==> src/rtl/param_sync_fifo.sv <==
// Parametrised single-clock FIFO with occupancy count, almost-full/empty thresholds and sticky error flags.
// Define FIFO_FWFT_EN for first-word fall-through reads; otherwise data_out is a registered read port.
module param_sync_fifo #(
  parameter int WIDTH         = 8,
  parameter int POINTER       = 4,
  parameter int AFULL_THRESH  = (1 << POINTER) - 2,
  parameter int AEMPTY_THRESH = 2
) (
  input  logic               clk,
  input  logic               rst_n,
  input  logic               wr_en,
  input  logic [WIDTH-1:0]   data_in,
  input  logic               rd_en,
  output logic [WIDTH-1:0]   data_out,
  output logic               write_full,
  output logic               read_empty,
  output logic               almost_full,
  output logic               almost_empty,
  output logic [POINTER:0]   count,
  output logic               overflow,
  output logic               underflow,
  input  logic               clr_err
);

  localparam int DEPTH = 1 << POINTER;
  localparam logic [POINTER:0] DEPTH_C  = (POINTER+1)'(DEPTH);
  localparam logic [POINTER:0] AFULL_C  = (POINTER+1)'(AFULL_THRESH);
  localparam logic [POINTER:0] AEMPTY_C = (POINTER+1)'(AEMPTY_THRESH);

  logic [WIDTH-1:0] mem [DEPTH];
  logic [POINTER:0] wr_ptr;
  logic [POINTER:0] rd_ptr;
  logic [POINTER:0] count_q;
  logic             pop_ok;
  logic             push_ok;

  assign pop_ok  = rd_en && !read_empty;
  assign push_ok = wr_en && (!write_full || pop_ok);

  // Flags decode from the count register only
  assign count        = count_q;
  assign write_full   = (count_q == DEPTH_C);
  assign read_empty   = (count_q == '0);
  assign almost_full  = (count_q >= AFULL_C);
  assign almost_empty = (count_q <= AEMPTY_C);

  always_ff @(posedge clk) begin
    if (push_ok) begin
      mem[wr_ptr[POINTER-1:0]] <= data_in;
    end
  end

  always_ff @(posedge clk or negedge rst_n) begin
    if (!rst_n) begin
      wr_ptr    <= '0;
      rd_ptr    <= '0;
      count_q   <= '0;
      overflow  <= 1'b0;
      underflow <= 1'b0;
    end else begin
      if (push_ok) begin
        wr_ptr <= wr_ptr + 1'b1;
      end
      if (pop_ok) begin
        rd_ptr <= rd_ptr + 1'b1;
      end
      if (push_ok && !pop_ok) begin
        count_q <= count_q + 1'b1;
      end else if (pop_ok && !push_ok) begin
        count_q <= count_q - 1'b1;
      end
      // A rejection in the same cycle as clr_err keeps the flag set
      if (wr_en && !push_ok) begin
        overflow <= 1'b1;
      end else if (clr_err) begin
        overflow <= 1'b0;
      end
      if (rd_en && !pop_ok) begin
        underflow <= 1'b1;
      end else if (clr_err) begin
        underflow <= 1'b0;
      end
    end
  end

`ifdef FIFO_FWFT_EN
  assign data_out = mem[rd_ptr[POINTER-1:0]];
`else
  always_ff @(posedge clk or negedge rst_n) begin
    if (!rst_n) begin
      data_out <= '0;
    end else if (pop_ok) begin
      data_out <= mem[rd_ptr[POINTER-1:0]];
    end
  end
`endif

  // The extra pointer bit makes the pointer distance equal the occupancy
  ptr_count_consistent: assert property (@(posedge clk) disable iff (!rst_n)
    count_q == (wr_ptr - rd_ptr));

endmodule

==> config.mk <==
export PLATFORM = sky130hd
export DESIGN_NAME = param_sync_fifo
export DESIGN_NICKNAME = d
export VERILOG_FILES = /design/src/rtl/param_sync_fifo.sv
export SDC_FILE = /design/constraint.sdc
export NUM_CORES = 1
export LEC_CHECK = 0
export CORE_MARGIN = 2
export CORE_UTILIZATION = 35
export CTS_CLUSTER_SIZE = 16
export DETAILED_ROUTE_END_ITERATION = 10
export PLACE_DENSITY_LB_ADDON = 0.3
export SYNTH_ARGS = -nofsm -noshare
export SYNTH_HDL_FRONTEND = slang
export SYNTH_SLANG_ARGS = --single-unit
==> constraint.sdc <==
create_clock -name clk -period 6.8 [get_ports clk]
set_input_delay 1.36 -clock clk [delete_from_list [all_inputs] [get_ports clk]]
set_output_delay 1.36 -clock clk [all_outputs]
set_load 0.02 [all_outputs]
==> flow_summary.json, run 1 <==
{
  "status": "finished, final reports clean",
  "synth-async-reset-ratio": 0.152,
  "powerDensity_nw_per_um2": 427,
  "crit_fanout": 12,
  "avgSynthCellArea_um2": 19.2,
  "clk_path_buf_depth": 2,
  "fin_util": 0.418,
  "fillers": 1494,
  "worstPathArrival_ns": 4.02,
  "start_util": 0.354,
  "combPwrFrac": 0.295,
  "ys_ff_latch": 151,
  "synth_common_cells": "edfxtp_1, mux4_2, dfrtp_1, nand2_1, mux2i_1",
  "grt_max_degree": 35,
  "switchingPower_mw": 0.925,
  "hpwl_um": 7260,
  "power.clock.fraction": 0.293,
  "hold_path_class": "reg2reg",
  "gp_congestion": 0.723,
  "path_clk_slew_ns": 0.06,
  "syn2layout_area_growth_pct": 18.2,
  "drt_first_pass_iters": 4,
  "power_mw": 3.06,
  "required_ns": 7.14,
  "ant_nets": 0,
  "ys_warn_count": 0,
  "grt_pass1_wl_um": 18200,
  "fin_worst_hold_slack_ns": 0.496,
  "dp.cells": 559,
  "finalHoldViolations": 0,
  "cts_tree": "built",
  "coreArea_um2": 17100,
  "cts-root-buf": "clkbuf_16",
  "vias": 2878,
  "io_buffer_count": 31,
  "tightest_slew_ns": 1.09,
  "seq_power_share": 0.412,
  "fin_nets": 376,
  "wirelength_um": 11600,
  "setup_viol": 0,
  "p_leak_nw": 2.42,
  "cts_sinks": 151,
  "clk_latency_ns": 0.42,
  "drc": 0,
  "cts_buffers": 17,
  "ys_seq_area_frac": 0.730,
  "wl_per_cell_um": 19.7,
  "cts_hold_buf": 0,
  "synth_top_area_frac": 0.635,
  "mappedNetlistNets": 339,
  "ys.flop_type": "edfxtp_1",
  "htreeDepth": 4,
  "fp.dieH_um": 136,
  "drt_iter0_drc": 260,
  "fin_ws_ns": 3.12,
  "crit_type": "in2reg",
  "die_x_um": 136,
  "dieArea_um2": 18400,
  "grt_usage": 0.140,
  "final.period_utilization": 0.541,
  "ios": 32,
  "internal_power_mw": 2.13,
  "slew_headroom": 0.273,
  "grt_overflow_total": 0,
  "sw_frac_of_total": 0.302,
  "syn-cell-area_um2": 6060,
  "synth_top_area_cell": "edfxtp_1",
  "ctsResizeCount": 0,
  "startpoint_type": "primary input",
  "finalMaxSlewViolations": 0,
  "synth_edf_count": 128,
  "antennaDiodeCount": 0,
  "fmax_mhz": 272,
  "syn_inst": 316,
  "fin_setup_tns_ns": 0,
  "fin_crit_ns": 3.68,
  "rows": 48,
  "synth.distinct_cells": 34,
  "antenna_found_initial": 0,
  "cap_violations": 0,
  "fin_area_um2": 7160,
  "cts_setup_buffers": 0,
  "placed_cell_area_um2": 6590,
  "rsz0062_at_grt": "no",
  "grt_pass1_vias": 3052,
  "preCtsSetupSlack_ns": 2.70,
  "fin_skew_ns": 0.00828,
  "final_cells": 591,
  "drive_gt1_frac": 0.191,
  "synth.most_common_cell": "edfxtp_1",
  "cp-end-kind": "register",
  "vias_per_cell": 4.87,
  "ys_top_cells_by_area": "edfxtp_1, mux4_2, dfrtp_1",
  "vdd_drop_max_v": 0.000197
}
==> final timing paths <==
kind                       depth (start not counted)  slack [ns]                     from                       to
max reg2reg                                       10        3.81     count[0]$_DFFE_PN0P_     count[4]$_DFFE_PN0P_
max in group asynchronous                          1        4.61                    rst_n    underflow$_DFFE_PN0P_
max                                               11        3.12                    rd_en     count[4]$_DFFE_PN0P_
min reg2reg                                        2        0.50  data_out[1]$_DFFE_PN0P_  data_out[1]$_DFFE_PN0P_
min                                                2        0.50  data_out[1]$_DFFE_PN0P_  data_out[1]$_DFFE_PN0P_
min in group asynchronous                          1        1.53                    rst_n    wr_ptr[0]$_DFFE_PN0P_
==> flip-flops by register name (all words and copies together), names as in the netlist <==
register / cells
mem: 128
data_out: 8
count: 5
rd_ptr: 4
wr_ptr: 4
overflow: 1
underflow: 1
==> cell usage in the layout (no fill, tap or decap), types with 2 or more instances in the layout <==
master,Yosys,final
nor2_1,15,15
nand2b_1,3,3
xnor2_1,9,9
clkbuf_16,0,17
ha_1,9,9
buf_4,4,3
o221ai_1,7,7
mux2i_1,17,17
mux4_2,32,32
a21oi_1,3,3
inv_1,8,8
nor3_2,0,4
clkbuf_1,2,6
clkdlybuf4s50_1,0,31
clkinv_2,0,2
dfrtp_1,23,23
clkinvlp_4,0,3
mux2_2,2,2
edfxtp_1,128,128
nand2_1,22,22
o21ai_0,4,4
bufinv_16,0,2
==> kinds of logic (layout without fill, tap and decap cells) <==
kind of cell / count (synthesis) / count (layout) / share of synthesized area
DFF: 151 / 151 / 0.730
muxes: 51 / 51 / 0.151
and+or+nand+nor: 50 / 50 / 0.0374
buffers and inverters: 24 / 74 / 0.0211
AOI/OAI and AO/OA: 20 / 20 / 0.0246
adders and majority gates: 10 / 10 / 0.0219
xor gates and xnor gates: 10 / 10 / 0.0145
==> power by group through the flow <==
| stage | sequential [mW] | combinational (mW) | clock, mW |
|---|---|---|---|
| 2_1_floorplan | 1.27 | 0.632 | 0 |
| 3_3_place_gp | 1.28 | 0.909 | 0 |
| 3_5_place_dp | 1.28 | 0.920 | 0 |
| 4_1_cts | 1.26 | 0.923 | 0.915 |
| 5_1_grt | 1.28 | 0.992 | 0.952 |
| 6_report | 1.26 | 0.902 | 0.896 |
==> metal layers <==
layer  vias up  part of all wire  track usage
li1       1325                 -            -
met1      1480              0.44        0.186
met2        55              0.50        0.218
met3        18             0.043       0.0415
met4         0             0.016       0.0550
met5         -                 0            0
==> critical path, stage by stage <==
cell	delay, ns
clkdlybuf4s50_1	0.50
inv_1	0.07
a21oi_1	0.35
inv_1	0.32
ha_1	0.30
inv_1	0.14
ha_1	0.29
a21o_1	0.17
a21oi_1	0.16
mux2i_1	0.23
xnor2_1	0.13
==> layout make-up <==
class | count | area, µm² | area share
multi-input cells | 141 | 1530 | 0.214
well taps | 225 | 282 | 0.0393
clock inverters | 8 | 101 | 0.0142
flip-flops and latches | 151 | 4420 | 0.618
inverters | 8 | 30.0 | 0.00420
repair buffers | 34 | 333 | 0.0465
clock buffers | 24 | 462 | 0.0645
Note: power is estimated with default switching activity, not from simulation.
==> run 2: changes to the inputs <==
Clock period 6.8 ns to 3 ns, I/O delays scaled along.
==> run 2 against run 1 <==
Global-route usage rose by 0.12 points; clock skew barely moved; die area did not move; worst setup slack got worse by 3.0 ns; clock power rose by 150%; combinational power rose by 140%; total power rose by 130%; sequential power rose by 120%; non-clock buffer count rose by 19; sequential share of layout area fell by 1.5 points; critical path depth fell by 8; cell count rose by 3.2%; critical endpoint is now read_empty; largest power group unchanged.
==> flow_summary.json, run 2 (synthesis gave the netlist of run 1 again) <==
{
  "status": "finished, final reports clean",
  "drt_iter0_drc": 237,
  "antennaDiodeCount": 0,
  "cts-root-buf": "clkbuf_16",
  "htreeDepth": 4,
  "grt_pass1_wl_um": 18400,
  "antenna_found_initial": 0,
  "required_ns": 2.40,
  "grt_pass1_vias": 3065,
  "coreArea_um2": 17100,
  "fin_skew_ns": 0.00807,
  "fin_setup_tns_ns": 0,
  "crit_type": "reg2out",
  "syn2layout_area_growth_pct": 21.2,
  "grt_max_degree": 35,
  "worst_path_largest_cell_delay_ns": 0.63,
  "wl_per_cell_um": 19.2,
  "fillers": 1493,
  "tightest_slew_ns": 0.737,
  "gp_congestion": 0.754,
  "layout_common_cells": "edfxtp_1, mux4_2, clkdlybuf4s50_1",
  "grt_usage": 0.141,
  "drt_first_pass_iters": 4,
  "drive_gt1_frac": 0.236,
  "vdd_drop_max_v": 0.000444,
  "worstPathArrival_ns": 2.26,
  "rsz0062_at_grt": "no",
  "cts_hold_buf": 0,
  "crit_slowest_cell": "clkdlybuf4s50_1",
  "fin_ws_ns": 0.137,
  "io_buffer_count": 31,
  "cts_sinks": 151,
  "final.period_utilization": 0.954,
  "setup_viol": 0,
  "final_common_cell": "edfxtp_1",
  "hpwl_um": 7200,
  "rows": 48,
  "fp.dieH_um": 136,
  "crit_fanout": 7,
  "slew_headroom": 0.507,
  "die_x_um": 136,
  "finalHoldViolations": 0,
  "crit_chain": "or4_1 > nor2_1 > clkdlybuf4s50_1",
  "ant_nets": 0,
  "hold_path_class": "reg2reg",
  "clk_path_buf_depth": 2,
  "fin_crit_ns": 2.86,
  "wirelength_um": 11700,
  "drc": 0,
  "p_leak_nw": 2.55,
  "finalMaxSlewViolations": 0,
  "startpoint_type": "register",
  "grt_overflow_total": 0,
  "vias_per_cell": 4.89,
  "cts_setup_buffers": 0,
  "vias": 2985,
  "largest_reg_flops": 128,
  "ctsResizeCount": 0,
  "fmax_mhz": 349,
  "fin_nets": 395,
  "cts_buffers": 17,
  "preCtsSetupSlack_ns": 0.156,
  "clk_latency_ns": 0.42,
  "powerDensity_nw_per_um2": 973,
  "path_clk_slew_ns": 0.06,
  "cp-end-kind": "output pin",
  "start_util": 0.354,
  "ios": 32,
  "cts_tree": "built",
  "dieArea_um2": 18400,
  "cap_violations": 0
}
==> run 2: changes by cell type in the layout (fill, tap and decap cells not counted), sizes merged <==
| cell | delta |
|---|---|
| clkbuf | -5 |
| buf | +19 |
| inv | +3 |
| bufinv | +1 |
| clkinvlp | -1 |
| clkinv | +2 |
==> run 2: worst paths after layout <==
check	cells past startpoint	to	slack [ns]	start
setup / recovery	3	read_empty	0.14	count[0]$_DFFE_PN0P_
hold / removal	2	data_out[0]$_DFFE_PN0P_	0.48	data_out[0]$_DFFE_PN0P_
setup reg to reg	9	count[4]$_DFFE_PN0P_	0.23	count[0]$_DFFE_PN0P_
hold reg to reg	2	data_out[0]$_DFFE_PN0P_	0.48	data_out[0]$_DFFE_PN0P_
max in group asynchronous	2	data_out[2]$_DFFE_PN0P_	2.20	rst_n
min in group asynchronous	2	count[2]$_DFFE_PN0P_	0.54	rst_n
==> run 2: per-stage QoR <==
stage / area (µm²) / instances / hold WS [ns] / total power, mW / utilization
6_report: 7340 / 610 / 0.483 / 7.14 / 0.429
5_1_grt: 7340 / 610 / 0.512 / 7.52 / 0.429
4_1_cts: 7340 / 610 / 0.491 / 7.24 / 0.429
3_5_place_dp: 6720 / 578 / 0.474 / 5.02 / 0.392
3_3_place_gp: 6720 / 578 / 0.472 / 4.97 / 0.392
2_1_floorplan: 6060 / 316 / 0.304 / 4.32 / -
==> run 2: per-layer routing <==
layer / vias up / track usage / part of all wire / wire length, µm
met4: 0 / 0.0503 / 0.010 / 119
met2: 56 / 0.218 / 0.49 / 5740
met3: 11 / 0.0419 / 0.052 / 604
li1: 1363 / - / - / -
met5: - / 0 / 0 / 0
met1: 1555 / 0.192 / 0.45 / 5240
==> run 2: layout make-up <==
class | count | area, µm² | share of cell area
Multi-Input combinational cell | 141 | 1510 | 0.206
Timing Repair Buffer | 53 | 475 | 0.0648
Inverter | 8 | 30.0 | 0.00409
Tap cell | 225 | 282 | 0.0384
Clock buffer | 19 | 453 | 0.0617
Sequential cell | 151 | 4420 | 0.602
Clock inverter | 13 | 170 | 0.0232
==> run 2: worst max-delay path, delay by kind of cell, from the launching register on <==
family | cells | cell delay (ns)
flops | 1 | 0.47
buf+inv | 1 | 0.63
simple gates | 2 | 0.74
==> run 2: power by group <==
group | internal [mW] | switching (mW) | total (mW)
logic | 1.02 | 1.10 | 2.12
clock network | 1.36 | 0.849 | 2.21
registers | 2.61 | 0.204 | 2.81
total | 4.99 | 2.15 | 7.14
